## config.mk

```make
export PLATFORM = sky130hd
export DESIGN_NAME = div_unit
export DESIGN_NICKNAME = d
export VERILOG_FILES = /design/src/rtl/div_unit.sv
export SDC_FILE = /design/constraint.sdc
export NUM_CORES = 1
export LEC_CHECK = 0
export CELL_PAD_IN_SITES_DETAIL_PLACEMENT = 0
export CELL_PAD_IN_SITES_GLOBAL_PLACEMENT = 1
export CORE_UTILIZATION = 44
export DETAILED_ROUTE_END_ITERATION = 12
export GPL_ROUTABILITY_DRIVEN = 0
export PLACE_DENSITY = 0.89
export SLEW_MARGIN = 10
export SYNTH_ARGS = -nofsm -noshare
export SYNTH_HDL_FRONTEND = slang
export SYNTH_SLANG_ARGS = --single-unit
```

## constraint.sdc

```tcl
create_clock -name clk -period 5.9 [get_ports clk]
set_input_delay 1.77 -clock clk [delete_from_list [all_inputs] [get_ports clk]]
set_output_delay 1.77 -clock clk [all_outputs]
set_load 0.01 [all_outputs]
```

## src/rtl/div_unit.sv

```systemverilog
// rtl/div_unit.sv - iterative radix-2 RV32M divider (DIV/DIVU/REM/REMU); optional macro DIV_FASTPATH_EN
module div_unit #(
   parameter int DATA_WIDTH = 32
) (
   input  logic                  clk,
   input  logic                  rst,
   input  logic                  start,
   input  logic [1:0]            op,
   input  logic [DATA_WIDTH-1:0] dividend,
   input  logic [DATA_WIDTH-1:0] divisor,
   output logic                  busy,
   output logic                  done,
   output logic [DATA_WIDTH-1:0] result
);

   localparam int CNT_W = $clog2(DATA_WIDTH) + 1;

   localparam logic [1:0] S_IDLE = 2'd0;
   localparam logic [1:0] S_CALC = 2'd1;
   localparam logic [1:0] S_DONE = 2'd2;

   localparam logic [DATA_WIDTH-1:0] MIN_NEG  = {1'b1, {(DATA_WIDTH-1){1'b0}}};
   localparam logic [DATA_WIDTH-1:0] ALL_ONES = {DATA_WIDTH{1'b1}};
   localparam logic [CNT_W-1:0]      LAST_IT  = CNT_W'(DATA_WIDTH - 1);

   logic [1:0]            state;
   logic [CNT_W-1:0]      cnt;
   logic                  is_rem_q;
   logic                  q_neg_q;
   logic                  r_neg_q;
   logic                  special_q;
   logic [DATA_WIDTH-1:0] special_res_q;
   logic [DATA_WIDTH-1:0] rem_q;
   logic [DATA_WIDTH-1:0] quo_q;
   logic [DATA_WIDTH-1:0] dvs_q;

   // request decode: operand magnitudes and the special cases
   logic                  accept;
   logic                  in_signed;
   logic                  a_neg;
   logic                  b_neg;
   logic [DATA_WIDTH-1:0] a_mag;
   logic [DATA_WIDTH-1:0] b_mag;
   logic                  in_div0;
   logic                  in_ovf;
   logic                  in_special;
   logic [DATA_WIDTH-1:0] in_spec_res;
   logic                  take_fast;

   // classify the incoming request and precompute substitute results
   always_comb begin
      accept      = start && ((state == S_IDLE) || (state == S_DONE));
      in_signed   = ~op[0];
      a_neg       = in_signed & dividend[DATA_WIDTH-1];
      b_neg       = in_signed & divisor[DATA_WIDTH-1];
      a_mag       = a_neg ? (~dividend + 1'b1) : dividend;
      b_mag       = b_neg ? (~divisor + 1'b1) : divisor;
      in_div0     = (divisor == '0);
      in_ovf      = in_signed && (dividend == MIN_NEG) && (divisor == ALL_ONES);
      in_special  = in_div0 || in_ovf;
      in_spec_res = '0;
      if (in_div0) begin
         in_spec_res = op[1] ? dividend : ALL_ONES;
      end else if (in_ovf) begin
         in_spec_res = op[1] ? '0 : dividend;
      end
`ifdef DIV_FASTPATH_EN
      // magnitude smaller than divisor: quotient 0, remainder is the raw dividend
      take_fast = in_special || (a_mag < b_mag);
      if (!in_special && (a_mag < b_mag)) begin
         in_spec_res = op[1] ? dividend : '0;
      end
`else
      take_fast = 1'b0;
`endif
   end

   // one restoring step plus sign fix-up of the would-be final values
   logic [DATA_WIDTH:0]   shifted;
   logic [DATA_WIDTH:0]   diff;
   logic                  ge;
   logic [DATA_WIDTH-1:0] step_rem;
   logic [DATA_WIDTH-1:0] step_quo;
   logic [DATA_WIDTH-1:0] final_q;
   logic [DATA_WIDTH-1:0] final_r;

   // restoring iteration: shift pair left, trial subtract, restore on negative
   always_comb begin
      shifted  = {rem_q, quo_q[DATA_WIDTH-1]};
      diff     = shifted - {1'b0, dvs_q};
      ge       = (shifted >= {1'b0, dvs_q});
      step_rem = ge ? diff[DATA_WIDTH-1:0] : shifted[DATA_WIDTH-1:0];
      step_quo = {quo_q[DATA_WIDTH-2:0], ge};
      final_q  = q_neg_q ? (~step_quo + 1'b1) : step_quo;
      final_r  = r_neg_q ? (~step_rem + 1'b1) : step_rem;
   end

   // control FSM, iteration datapath and the registered outputs
   always_ff @(posedge clk) begin
      if (rst) begin
         state         <= S_IDLE;
         cnt           <= '0;
         busy          <= 1'b0;
         done          <= 1'b0;
         result        <= '0;
         is_rem_q      <= 1'b0;
         q_neg_q       <= 1'b0;
         r_neg_q       <= 1'b0;
         special_q     <= 1'b0;
         special_res_q <= '0;
         rem_q         <= '0;
         quo_q         <= '0;
         dvs_q         <= '0;
      end else begin
         case (state)
            S_CALC: begin
               rem_q <= step_rem;
               quo_q <= step_quo;
               cnt   <= cnt + 1'b1;
               if (cnt == LAST_IT) begin
                  state  <= S_DONE;
                  busy   <= 1'b0;
                  done   <= 1'b1;
                  cnt    <= '0;
                  if (special_q) begin
                     result <= special_res_q;
                  end else begin
                     result <= is_rem_q ? final_r : final_q;
                  end
               end
            end
            default: begin
               // IDLE and DONE both accept; DONE otherwise falls back to IDLE
               done <= 1'b0;
               if (accept) begin
                  is_rem_q      <= op[1];
                  q_neg_q       <= a_neg ^ b_neg;
                  r_neg_q       <= a_neg;
                  special_q     <= in_special;
                  special_res_q <= in_spec_res;
                  if (take_fast) begin
                     state  <= S_DONE;
                     done   <= 1'b1;
                     result <= in_spec_res;
                  end else begin
                     state <= S_CALC;
                     busy  <= 1'b1;
                     cnt   <= '0;
                     rem_q <= '0;
                     quo_q <= a_mag;
                     dvs_q <= b_mag;
                  end
               end else begin
                  state <= S_IDLE;
               end
            end
         endcase
      end
   end

endmodule

```

==> out/results.txt, run 1 <==
R2R depth - 16
Max cap viols - 0
Die W - 168 um
Drt via density - 6.13
Post-CTS Setup Inserts - 0
GRT Overall Usage - 0.280
Grt total ovfl - 0
P_leak - 0.00500 uW
RSZ-0062 raised after global routing - false
Cell Area, Placed - 0.0134 mm2
Setup crit start kind - flip-flop
Post-DRT Antenna Nets - 0
Hold WC Path Type - reg2reg
Pwr Density - 704 mW/mm2
Detailed Routing Iterations Pass 1 - 6
Placement Rows - 60
Hpwl dp - 29700 um
Fin. Hold Viols - 0
Nets - 1790
Hold-fix buffers, CTS - 0
Slew Viols, Final - 0
IO buf count - 102
# resized after CTS - 0
Peak supply drop - 690 uV
Syn Inst Count - 1644
Core Util, Final - 0.516
Crit Path Class - reg2reg
Ys async rst share - 0
Syn avg cell area - 7.39 um2
Post-synth cell types - 79
Hold depth - 2
Power, Total - 9810 uW
Syn nets - 1752
Number of fill cells - 2728
Global-route wire length before repair - 62300 um
Critical path capture point type - flip-flop
CTS tree - yes
Root buf cell - clkbuf_16
DR iter-0 viols - 1184
Final WS setup - 898 ps
Setup WS pre-CTS - 571 ps
Share of the yosys chip area belonging to registers - 0.287
Final instance area - 0.0140 mm2
Die Area - 0.0283 mm2
Cell Area, Synth - 0.0121 mm2
I/O pin count - 103
Fin crit share - 0.848
Slew HR - 0.239
Clock Tree Buf Depth - 2
Post-synth EDFFs - 0
Via count - 12500
F_max - 200 MHz
WL per Instance - 19.5 um
WL final - 39700 um
Die height - 168 um
Final setup violating endpoints - 0
Crit path max fanout - 16
# diodes - 0
Initial Util - 0.449
Data arrival, critical path - 5370 ps
Critical path required time - 6270 ps
CTS sink cnt - 174
Area Growth Syn to Fin - 14.9%
CTS buffer count - 17
YS warnings - 0
Synth Flop Type - dfxtp_1
Setup Skew - 21.7 ps
Status - complete, no violations
Largest net degree at the start of global routing - 73
Final Critical Period - 5000 ps
Layout cell share with drive strength beyond 1 - 0.0537
FF+latch count, synth - 174
Multi-input gate area - 0.00806 mm2
DRC viols - 0
Vias in the first global route - 11400
Initial antenna violation count - 0
Clk_lat worst skew - 460 ps
Clock-pin slew on the worst setup and hold paths - 70 ps
Core footprint - 0.0270 mm2
Register Area - 0.00348 mm2
Setup TNS - 0 ps
H-Tree Depth - 4
Worst Max-Slew Pin Slew - 1140 ps
## final cells by class
type,instances,area share
Multi-Input combinational cell,1313,0.578
Sequential cell,174,0.250
Inverter,54,0.0145
Clock buffer,17,0.0305
Tap cell,341,0.0306
Clock inverter,15,0.0123
Timing Repair Buffer,122,0.0847
## critical path: stages, from the launching register on
cell and delay, ps:
dfxtp_1 360, ha_1 410, a21oi_2 360, o21ai_0 240, a21boi_1 360, a31oi_4 210
or2_2 480, inv_2 270, ha_1 270, nand3_1 230, nand2b_1 310, or2_2 390
o31ai_1 240, xor2_1 100, o311ai_0 360, o21ai_0 150, o22ai_1 170
## final timing paths
kind | start | end | slack, ps
setup / recovery | rem_q[7]$_SDFFE_PP0P_ | result[28]$_SDFFE_PP0P_ | 900
hold / removal | special_res_q[5]$_SDFFE_PP0P_ | special_res_q[5]$_SDFFE_PP0P_ | 450
setup reg to reg | rem_q[7]$_SDFFE_PP0P_ | result[28]$_SDFFE_PP0P_ | 900
hold reg to reg | special_res_q[5]$_SDFFE_PP0P_ | special_res_q[5]$_SDFFE_PP0P_ | 450
## Yosys cell counts (all sizes together) (6+ instances only)
cell,count,area [um2]
a31oi,12,90.1
a211oi,51,400
nor2,139,522
and2,12,75.1
o31ai,29,218
or2,9,56.3
a22oi,32,240
o41ai,13,121
dfxtp,174,3480
or4,7,52.6
a21o,9,67.6
xor2,55,482
a21oi,163,820
o2111ai,6,58.8
inv,53,199
a311oi,9,78.8
and3,9,56.3
mux2i,17,170
ha,38,475
nor3,40,205
nor3b,8,60.1
o211ai,11,82.6
nor4,18,128
a22o,12,105
nand4,24,150
nand3b,6,45.0
nand3,37,185
or3,21,131
xnor2,66,578
o21a,9,67.6
nand2b,18,113
nor2b,8,50.1
clkbuf,70,263
buf,33,168
o21ai,145,726
nand2,213,805
## routing by layer
metal	up-vias	GRT usage	part of all wire
li1	6047	-	-
met1	5903	0.395	0.47
met2	476	0.438	0.44
met3	63	0.0418	0.065
met4	0	0.0889	0.023
met5	-	0	0
## flip-flops by register name (all words and copies together) (netlist names)
name / cells
dvs_q: 32
quo_q: 32
rem_q: 32
result: 32
special_res_q: 32
cnt: 6
state: 2
busy: 1
done: 1
is_rem_q: 1
q_neg_q: 1
r_neg_q: 1
special_q: 1
## per-stage QoR
step / hold WS (ps) / instances
6_report: 453 / 2036
5_1_grt: 476 / 2036
4_1_cts: 455 / 2036
3_5_place_dp: 445 / 2004
3_3_place_gp: 441 / 2004
2_1_floorplan: 427 / 1644
## cells in the final DEF (no fill, tap or decap), types with 5 or more instances in the layout
cell             synthesis  final
a211oi_1                49     48
a21o_1                   9      9
a21oi_1                162    162
a22o_1                  12     12
a22oi_1                 32     32
a311oi_1                 9      9
a31oi_1                 11     11
and2_1                  12     12
and3_1                   9      9
and4_1                   5      5
buf_4                    4     20
clkbuf_16                0     17
clkdlybuf4s50_1          0    101
dfxtp_1                174    174
ha_1                    38     38
inv_1                   52     52
mux2_2                   5      5
mux2i_1                 17     17
nand2_1                211    211
nand2b_1                18     18
nand3_1                 37     37
nand3b_1                 6      6
nand4_1                 24     24
nor2_1                 139    138
nor2b_1                  8      6
nor3_1                  39     37
nor3b_1                  8      8
nor4_1                  17     17
o2111ai_1                5      5
o211ai_1                11     11
o21a_1                   9      9
o21ai_0                143    143
o31ai_1                 29     29
o41ai_1                 12     12
or2_2                    8      9
or3_1                   21     21
or4_1                    7      7
xnor2_1                 66     66
xor2_1                  55     55
## power breakdown
group,leakage [uW],switching (uW),total (uW),internal (uW)
clock network,0.000288,560,1160,604
logic,0.00330,4610,7160,2540
registers,0.00142,178,1490,1310
total,0.00500,5350,9810,4460
## logic make-up after synthesis
family,Yosys count,share of synthesized area
simple gates,582,0.226
compound gates,549,0.288
flops,174,0.287
buf+inv,157,0.0521
xor+xnor,121,0.0873
fa+ha+maj,39,0.0408
mux,22,0.0186
Power figures use the tool's default switching activity.
==> run 2, diff against run 1 <==
--- a/config.mk
+++ b/config.mk
@@ -7,10 +7,10 @@
 export LEC_CHECK = 0
 export CELL_PAD_IN_SITES_DETAIL_PLACEMENT = 0
 export CELL_PAD_IN_SITES_GLOBAL_PLACEMENT = 1
-export CORE_UTILIZATION = 44
+export CORE_UTILIZATION = 39
 export DETAILED_ROUTE_END_ITERATION = 12
 export GPL_ROUTABILITY_DRIVEN = 0
-export PLACE_DENSITY = 0.89
+export PLACE_DENSITY = 0.84
 export SLEW_MARGIN = 10
 export SYNTH_ARGS = -nofsm -noshare
 export SYNTH_HDL_FRONTEND = slang
==> constraint.sdc (replaced) <==
create_clock -name clk -period 4.3 [get_ports clk]
set_input_delay 1.29 -clock clk [delete_from_list [all_inputs] [get_ports clk]]
set_output_delay 1.29 -clock clk [all_outputs]
set_load 0.01 [all_outputs]
==> run 2 against run 1 <==
Effect of this change:
- clock skew down 9.2 ps
- final cell count increased by 6.6%
- worst setup slack got worse by 670 ps
- routed wire length increased by 3.6%
- first-iteration DRC count shrank 7.8%
- design area grew 5.8%
- core utilization down 3.4 points
==> out/results.txt, run 2 (synthesis gave the netlist of run 1 again) <==
Placement Rows - 64 (+6.7%)
Data arrival, critical path - 4440 ps (-930 ps)
Status - complete, no violations
Final setup violating endpoints - 0 (unchanged)
Crit Path Class - reg2reg
CTS buffer count - 17 (unchanged)
Critical path required time - 4670 ps (-1600 ps)
Via count - 12700 (+1.5%)
Initial Util - 0.397 (-0.0523)
Die height - 178 um (+6.1%)
DR top layer - met4
Detailed Routing Iterations Pass 1 - 5 (-1)
Clk_lat worst skew - 440 ps (-20 ps)
Hold WC Path Type - reg2reg
RSZ-0062 raised after global routing - false
Metal-1 WL - 19300 um (+3.8%)
Die Area - 0.0318 mm2 (+13%)
Slew Viols, Final - 0 (unchanged)
Initial antenna violation count - 1 (+1)
Crit path max fanout - 11 (-5)
Final WS setup - 233 ps (-665 ps)
I/O pin count - 103 (unchanged)
GRT Overall Usage - 0.257 (-0.0230)
Core footprint - 0.0306 mm2 (+13%)
WL per Instance - 19.0 um (-2.8%)
Die W - 178 um (+6.1%)
IO buf count - 102 (unchanged)
Pwr Density - 984 mW/mm2 (+40%)
Grt total ovfl - 0 (unchanged)
Worst Max-Slew Pin Slew - 1090 ps (-42.2 ps)
CTS tree - yes
Fin crit share - 0.946 (+0.0981)
Drt via density - 5.84 (-4.8%)
Setup Skew - 12.5 ps (-9.19 ps)
Peak supply drop - 837 uV (+21%)
Hpwl dp - 31100 um (+4.7%)
Slew HR - 0.269 (+0.0299)
Clock Tree Buf Depth - 2 (unchanged)
Met3 wire len - 2470 um (-4.6%)
WL final - 41100 um (+3.6%)
P_leak - 0.00542 uW (+8.3%)
Post-DRT Antenna Nets - 0 (unchanged)
Global-route wire length before repair - 63600 um (+2.0%)
H-Tree Depth - 4 (unchanged)
Largest net degree at the start of global routing - 99 (+36%)
Layout cell share with drive strength beyond 1 - 0.0998 (+0.0461)
Final Critical Period - 4070 ps (-935 ps)
Root buf cell - clkbuf_16
DR iter-0 viols - 1092 (-7.8%)
Setup crit start kind - flip-flop
Area Growth Syn to Fin - 21.5%
Nets - 1870 (+4.5%)
Clock-pin slew on the worst setup and hold paths - 80 ps (about the same)
Critical path capture point type - flip-flop
Hold-fix buffers, CTS - 0 (unchanged)
Metal2 WL - 18500 um (+5.1%)
Worst hold slack - 452 ps (-0.811 ps)
Commonest non-fill, non-tap cells in the layout - 211 x nand2_1, 173 x dfxtp_1, 162 x a21oi_1
CTS sink cnt - 174 (unchanged)
Vias in the first global route - 11500 (+1.5%)
Commonest non-fill, non-tap cell in the layout - nand2_1
Max cap viols - 0 (unchanged)
Fin. Hold Viols - 0 (unchanged)
DRC viols - 0 (unchanged)
F_max - 246 MHz (+23%)
Setup WS pre-CTS - -342 ps (-913 ps)
## run 2: changes by cell type in the layout (fill, tap and decap cells not counted), moves of 2 or more
cell       delta
ha_2          +2
clkbuf_16     +2
nor4_1        -2
inv_8         -3
o21ai_1       +2
bufinv_16     +2
clkinv_8      -2
inv_6         +3
o21ai_0       -2
buf_4        +74
ha_1          -2
buf_12        +3
## run 2: layer usage
metal / track usage / vias to the layer above
met5: 0 / -
met3: 0.0275 / 55
met1: 0.368 / 5993
met2: 0.405 / 425
li1: - / 6202
met4: 0.0724 / 0
## run 2: what timing repair did
| item | in CTS | in global routing |
|---|---|---|
| hold endpoints to repair | 0 | 0 |
| setup buffers | 0 | 2 |
| setup endpoints to repair | 0 | 51 |
| gates resized for setup | 0 | 16 |
## run 2: path summary, 6_finish.rpt
| path | startpoint | endpoint | slack, ps | cells after the start |
|---|---|---|---|---|
| hold reg to reg | special_res_q[1]$_SDFFE_PP0P_ | special_res_q[1]$_SDFFE_PP0P_ | 450 | 2 |
| hold / removal | special_res_q[1]$_SDFFE_PP0P_ | special_res_q[1]$_SDFFE_PP0P_ | 450 | 2 |
| setup reg to reg | dvs_q[26]$_SDFFE_PP0P_ | result[28]$_SDFFE_PP0P_ | 230 | 17 |
| setup / recovery | dvs_q[26]$_SDFFE_PP0P_ | result[28]$_SDFFE_PP0P_ | 230 | 17 |
## run 2: power breakdown
| part | internal [uW] | leakage (uW) | switching (uW) |
|---|---|---|---|
| clock | 927 | 0.000294 | 728 |
| combinational | 4230 | 0.00371 | 6600 |
| sequential | 1800 | 0.00142 | 239 |
| total | 6960 | 0.00542 | 7560 |
## run 2: cell type report
cell class | count | area (um2)
diodes | 1 | 2.50
clock buffers | 18 | 429
clock inverters | 13 | 175
fillers | 3083 | 15800
inverters | 54 | 205
multi-input cells | 1313 | 8110
flip-flops and latches | 174 | 3480
well taps | 396 | 495
repair buffers | 202 | 1860
## run 2: critical path, cell delays in order, from the launching register on
cell      delay (ps)
dfxtp_1          340
inv_1            120
ha_1             390
a21oi_1          170
o21ai_0          130
a41oi_1          300
nand3_1          140
or2_4            350
inv_4            140
ha_1             210
nand3_1          110
nand2b_2         260
or2_2            360
o31ai_1          250
xor2_1           140
o311ai_0         290
o21ai_0          140
o22ai_1          150
## run 2: per-stage QoR
stage	utilization	cells	TNS [ps]	power (uW)	instance area, um2
floorplan	-	1644	0	9240	12100
global route	0.482	2170	0	15600	14800
global placement	0.458	2135	-8710	12500	14000
finish	0.482	2171	0	14500	14800
detailed placement	0.458	2135	-10110	12600	14000
CTS	0.478	2166	0	14300	14600
